### config.mk
export PLATFORM = sky130hd
export DESIGN_NAME = reg_write_scoreboard
export DESIGN_NICKNAME = d
export VERILOG_FILES = /design/src/rtl/reg_write_scoreboard.sv
export SDC_FILE = /design/constraint.sdc
export NUM_CORES = 1
export LEC_CHECK = 0
export BUFFER_PORTS_ARGS = -buffer_cell sky130_fd_sc_hd__buf_2
export CAP_MARGIN = 20
export CORE_ASPECT_RATIO = 1.75
export CORE_MARGIN = 2
export CORE_UTILIZATION = 40
export DETAILED_ROUTE_END_ITERATION = 10
export PLACE_DENSITY = 0.68
export SETUP_SLACK_MARGIN = 0.3
export SLEW_MARGIN = 20
export SYNTH_ARGS = -nofsm -noshare
export SYNTH_HDL_FRONTEND = slang
export SYNTH_SLANG_ARGS = --single-unit
### constraint.sdc
create_clock -name clk -period 6.45 [get_ports clk]
set_input_delay 1.6125 -clock clk [delete_from_list [all_inputs] [get_ports clk]]
set_output_delay 1.6125 -clock clk [all_outputs]
set_load 0.005 [all_outputs]
### src/rtl/reg_write_scoreboard.sv
// Producer-side register write scoreboard: per-register pending-write counters fed by
// issue, retire and cancel ports, producing busy bits, a RAW stall and issue back-pressure.
module reg_write_scoreboard #(
    parameter int NREG      = 16,
    parameter int CNT_W     = 2,
    parameter bit IGNORE_PC = 1'b1,
    parameter bit WB_BYPASS = 1'b1,
    localparam int IDX_W    = $clog2(NREG)
) (
    input  logic             clk,
    input  logic             rst,
    input  logic             issue_valid,
    input  logic             issue_wb_en,
    input  logic [IDX_W-1:0] issue_dest,
    output logic             issue_ready,
    input  logic             retire_valid,
    input  logic [IDX_W-1:0] retire_dest,
    input  logic             cancel_valid,
    input  logic [IDX_W-1:0] cancel_dest,
    input  logic [IDX_W-1:0] src_1,
    input  logic [IDX_W-1:0] src_2,
    input  logic             two_src,
    output logic             hazard_stall,
    output logic [NREG-1:0]  busy,
    output logic [5:0]       pending_total,
    output logic             err_underflow
);

    localparam int               PC_REG  = 15;
    localparam logic [CNT_W-1:0] CNT_MAX = '1;

    logic [CNT_W-1:0] cnt     [NREG];
    logic [CNT_W-1:0] cnt_nxt [NREG];
    logic [NREG-1:0]  inc;
    logic [NREG-1:0]  dec_r;
    logic [NREG-1:0]  dec_c;
    logic [NREG-1:0]  uflow;
    logic [NREG-1:0]  pend;

    // Register 15 is the PC when IGNORE_PC is set; it never enters the scoreboard.
    function automatic logic tracked(input int r);
        return !(IGNORE_PC && (r == PC_REG));
    endfunction

    // Back-pressure looks only at the current count; same-cycle decrements do not free a slot.
    always_comb begin
        // NOTE: every combinational output gets a default first so no path infers a latch.
        issue_ready = 1'b1;
        for (int r = 0; r < NREG; r++) begin
            if (issue_dest == IDX_W'(r) && cnt[r] == CNT_MAX) begin
                issue_ready = 1'b0;
            end
        end
    end

    always_comb begin
        inc   = '0;
        dec_r = '0;
        dec_c = '0;
        for (int r = 0; r < NREG; r++) begin
            if (tracked(r)) begin
                inc[r]   = issue_valid && issue_wb_en && issue_ready && (issue_dest == IDX_W'(r));
                dec_r[r] = retire_valid && (retire_dest == IDX_W'(r));
                dec_c[r] = cancel_valid && (cancel_dest == IDX_W'(r));
            end
        end
    end

    // All three ports apply together; a net decrement past zero clamps and flags underflow.
    always_comb begin : next_calc
        logic [CNT_W:0] up;
        logic [CNT_W:0] dn;
        for (int r = 0; r < NREG; r++) begin
            up = {1'b0, cnt[r]} + {{CNT_W{1'b0}}, inc[r]};
            dn = {{CNT_W{1'b0}}, dec_r[r]} + {{CNT_W{1'b0}}, dec_c[r]};
            if (up < dn) begin
                cnt_nxt[r] = '0;
                uflow[r]   = 1'b1;
            end else begin
                cnt_nxt[r] = CNT_W'(up - dn);
                uflow[r]   = 1'b0;
            end
        end
    end

    // NOTE: the counters are a handful of flops, not a RAM, so they take the async reset.
    always_ff @(posedge clk or posedge rst) begin
        if (rst) begin
            for (int r = 0; r < NREG; r++) begin
                cnt[r] <= '0;
            end
            err_underflow <= 1'b0;
        end else begin
            // NOTE: state updates use non-blocking assignments so every counter sees pre-edge values.
            for (int r = 0; r < NREG; r++) begin
                cnt[r] <= cnt_nxt[r];
            end
            if (|uflow) begin
                err_underflow <= 1'b1;
            end
        end
    end

    // The register file writes in the first half-cycle, so a last write retiring now is readable.
    always_comb begin
        for (int r = 0; r < NREG; r++) begin
            busy[r] = (cnt[r] != '0);
            pend[r] = busy[r] && !(WB_BYPASS && cnt[r] == CNT_W'(1) && dec_r[r]);
        end
    end

    always_comb begin
        hazard_stall = 1'b0;
        for (int r = 0; r < NREG; r++) begin
            if (pend[r] && ((src_1 == IDX_W'(r)) || (two_src && src_2 == IDX_W'(r)))) begin
                hazard_stall = 1'b1;
            end
        end
    end

    always_comb begin : total_calc
        logic [31:0] acc;
        acc = '0;
        for (int r = 0; r < NREG; r++) begin
            acc = acc + 32'(cnt[r]);
        end
        pending_total = (acc > 32'd63) ? 6'd63 : acc[5:0];
    end

endmodule

==> results.tsv <==
stage	metric	value	unit
power_and_ir_drop	P per Cell Area	461.8	mW/mm^2
sta	RSZ-0062 raised after global routing	false	
setup_path	WP data arrival	4.32	ns
synth	Main synth FF type	dfrtp_1	
synth	YS warnings	0	
sta	min cycle time layout	5.937	ns
synth	Synth top cells by count	ha_1 (67), inv_1 (66), nor2_1 (57)	
sta	Slew Limit Fails	0	
global_routing	grt ovf	0	
synth	synth top area cells	ha_1 (20%), fa_1 (19%), dfrtp_1 (19%)	
synth	Synth Instances	450	
routing	DRT Pass-1 Iters	5	
clock_network	Hold Buf Count CTS	0	
outcome	status	finished, final reports clean	
synth	post-synthesis net count	584	
placed_design	Area after DPL	0.004519	sq mm
placed_design	gpl congestion	0.9853	
global_routing	gr usage total	23.41	%
clock_network	CTS Buf Count	5	
setup_path	CP top delay family	adder cells	
setup_path	Slowest cell on crit path	fa_1	
placed_design	DP HPWL	10.45	mm
floorplan	row count	49	
setup_path	worst path cell trace	fa_1, inv_2, fa_1, inv_1, fa_1, fa_1, fa_1, ha_2, inv_1, fa_2, nor2b_1, o21ai_0, nand2b_1, buf_2	
clock_network	CTS Buffer Depth	2	
global_routing	first-pass GRT wire length	19.57	mm
floorplan	DIE WIDTH	80.80	um
setup_path	crit-path max cell delay	0.56	ns
synth	cell taking the most area after synthesis	ha_1	
final_layout	layout cells sized above 1	15.28	%
synth	Post-Syn Area	0.004129	sq mm
synth	Synth Register Bits	31	
setup_path	CP Class	flip-flop to primary output	
hold_path	hold crit path type	flip-flop to flip-flop	
placed_design	Port Buffers	50	
routing	routed via count	3597	
power_and_ir_drop	static leakage	2.318	nW
final_layout	area grow syn2layout	12.94	%
clock_network	clk sink count	31	
power_and_ir_drop	Max VDD drop	0.5982	mV
setup_path	crit path max fanout	4	
synth	count leader, synth	ha_1	
sta	relative slew slack	61.63	%
clock_network	CTS root buffer	clkbuf_16	
final_layout	Final nets	637	
flow_run	max_cap viols	0	
global_routing	initial antenna violation count	0	
routing	antenna-violating nets left	0	
routing	WL final	12.35	mm
synth	average size of a mapped cell	9.175	sq um
routing	wire length per cell	19.57	um
floorplan	top-level port count	52	
routing	initial DRC count	200	
synth	Yosys top cell area share	20.30	%
global_routing	largest net degree at the start of global routing	32	
sta	Final Hold Viols	0	
final_layout	Layout Cells excl Fill	631	
global_routing	vias in the first global route	3764	
placed_design	Placed Cells	623	
synth	synth unique cells	43	
sta	fin crit share	92.05	%
synth	Async S/R FF share, synth	100.0	%
sta	Final setup viols	0	
setup_path	CP endpoint kind	primary output	
sta	f_max	0.1684	GHz
routing	drc violations	0	
sta	Worst-Margin Slew	0.5755	ns
clock_network	Clk pin slew, worst setup/hold paths	0.06	ns
sta	Clock Skews	0.004707	ns
clock_network	worst skew pair latency	0.28	ns
routing	routed vias/inst	5.700	
power_and_ir_drop	Power, Total	2.154	mW
synth	count of flip-flops with a built-in enable after synthesis	0	
synth	sequential element share of the synthesized area	18.79	%
floorplan	Core ar.	0.01018	sq mm
setup_path	Data required, critical path	4.84	ns
floorplan	Initial Utilization	40.57	%
floorplan	Chip Height	138.4	um
clock_network	H-tree depth	2	
setup_path	cell mode on critical path	fa_1	
floorplan	die area	0.01118	sq mm
setup_path	Worst Path Buf+Inv	4	
sta	final setup TNS	0	ns
final_layout	# diodes	0	
setup_path	crit start category	flip-flop	
final_layout	fin area	0.004663	sq mm
clock_network	TritonCTS clock tree	built	
-- what timing repair did --
action	4_1_cts	5_1_grt
buffers inserted	0	0
setup endpoints to repair	0	1
resized for setup	0	4
-- sequential cells by signal, indices dropped and copies added, names as in the netlist --
register / cells
err_underflow: 1
cnt: 30
-- routing by layer --
layer | global-route usage, % | up-vias | share of wire, %
met5 | 0 | - | 0
met2 | 41.76 | 128 | 54
met3 | 2.611 | 43 | 4.1
li1 | - | 1648 | -
met4 | 13.74 | 0 | 6.7
met1 | 25.70 | 1778 | 35
-- path summary, 6_finish.rpt --
check                               from               end  slack (ns)  cells after the start
max                              cnt[17]  pending_total[5]        0.51                     14
min reg2reg                err_underflow     err_underflow        0.54                      2
max in group asynchronous            rst           cnt[21]        4.65                      3
min in group asynchronous            rst     err_underflow        1.43                      3
min                        err_underflow     err_underflow        0.54                      2
max reg2reg                      cnt[17]     err_underflow        2.27                     13
-- cells in the final DEF, fill, tap and decap left out, types with 11 or more instances in the layout --
cell,instances
o22ai_1,15
nor3_1,11
nand3b_1,11
buf_2,50
fa_1,39
inv_1,65
a21oi_1,11
xnor2_1,17
o311ai_0,12
nand2b_1,11
nand2_1,16
ha_1,66
or2_2,12
dfrtp_1,30
nand3_1,11
nor2_1,57
-- worst min-delay path, stage by stage, from the launching register on --
cell	delay (ns)
dfrtp_1	0.35
nor4_1	0.07
nand3_1	0.09
-- per-stage QoR --
stage / setup slack, ns / util, % / hold WS (ns)
6_report: 0.5128 / 45.82 / 0.5423
5_1_grt: 0.3044 / 45.82 / 0.5761
4_1_cts: 0.4076 / 45.76 / 0.5467
3_5_place_dp: 0.7204 / 44.41 / 0.5309
3_3_place_gp: 0.7572 / 44.41 / 0.5214
2_1_floorplan: 0.9751 / - / 0.4887
-- power breakdown --
| part | internal [mW] | switching [mW] | leakage [nW] |
|---|---|---|---|
| Clock | 0.143 | 0.0915 | 0.0679 |
| Combinational | 0.781 | 0.834 | 1.85 |
| Sequential | 0.240 | 0.0653 | 0.402 |
| Total | 1.16 | 0.990 | 2.32 |
-- layout make-up --
type                            instances  area [sq um]
Fill cell                            1039          5514
Multi-Input combinational cell        347          3077
Sequential cell                        31         777.0
Timing Repair Buffer                   52         265.3
Inverter                               66         247.7
Tap cell                              127         158.9
Clock buffer                            7         132.6
Clock inverter                          1         5.005
-- kinds of logic (layout without fill, tap and decap cells) --
| family | Yosys count | after routing | share of synthesized area (%) |
|---|---|---|---|
| compound gates | 63 | 63 | 11.24 |
| xor+xnor | 17 | 17 | 3.606 |
| fa+ha+maj | 107 | 107 | 39.70 |
| buf+inv | 72 | 126 | 6.818 |
| flops | 31 | 31 | 18.79 |
| other cells | 1 | 1 | 0.09082 |
| simple gates | 159 | 159 | 19.76 |
Power figures use the tool's default switching activity.
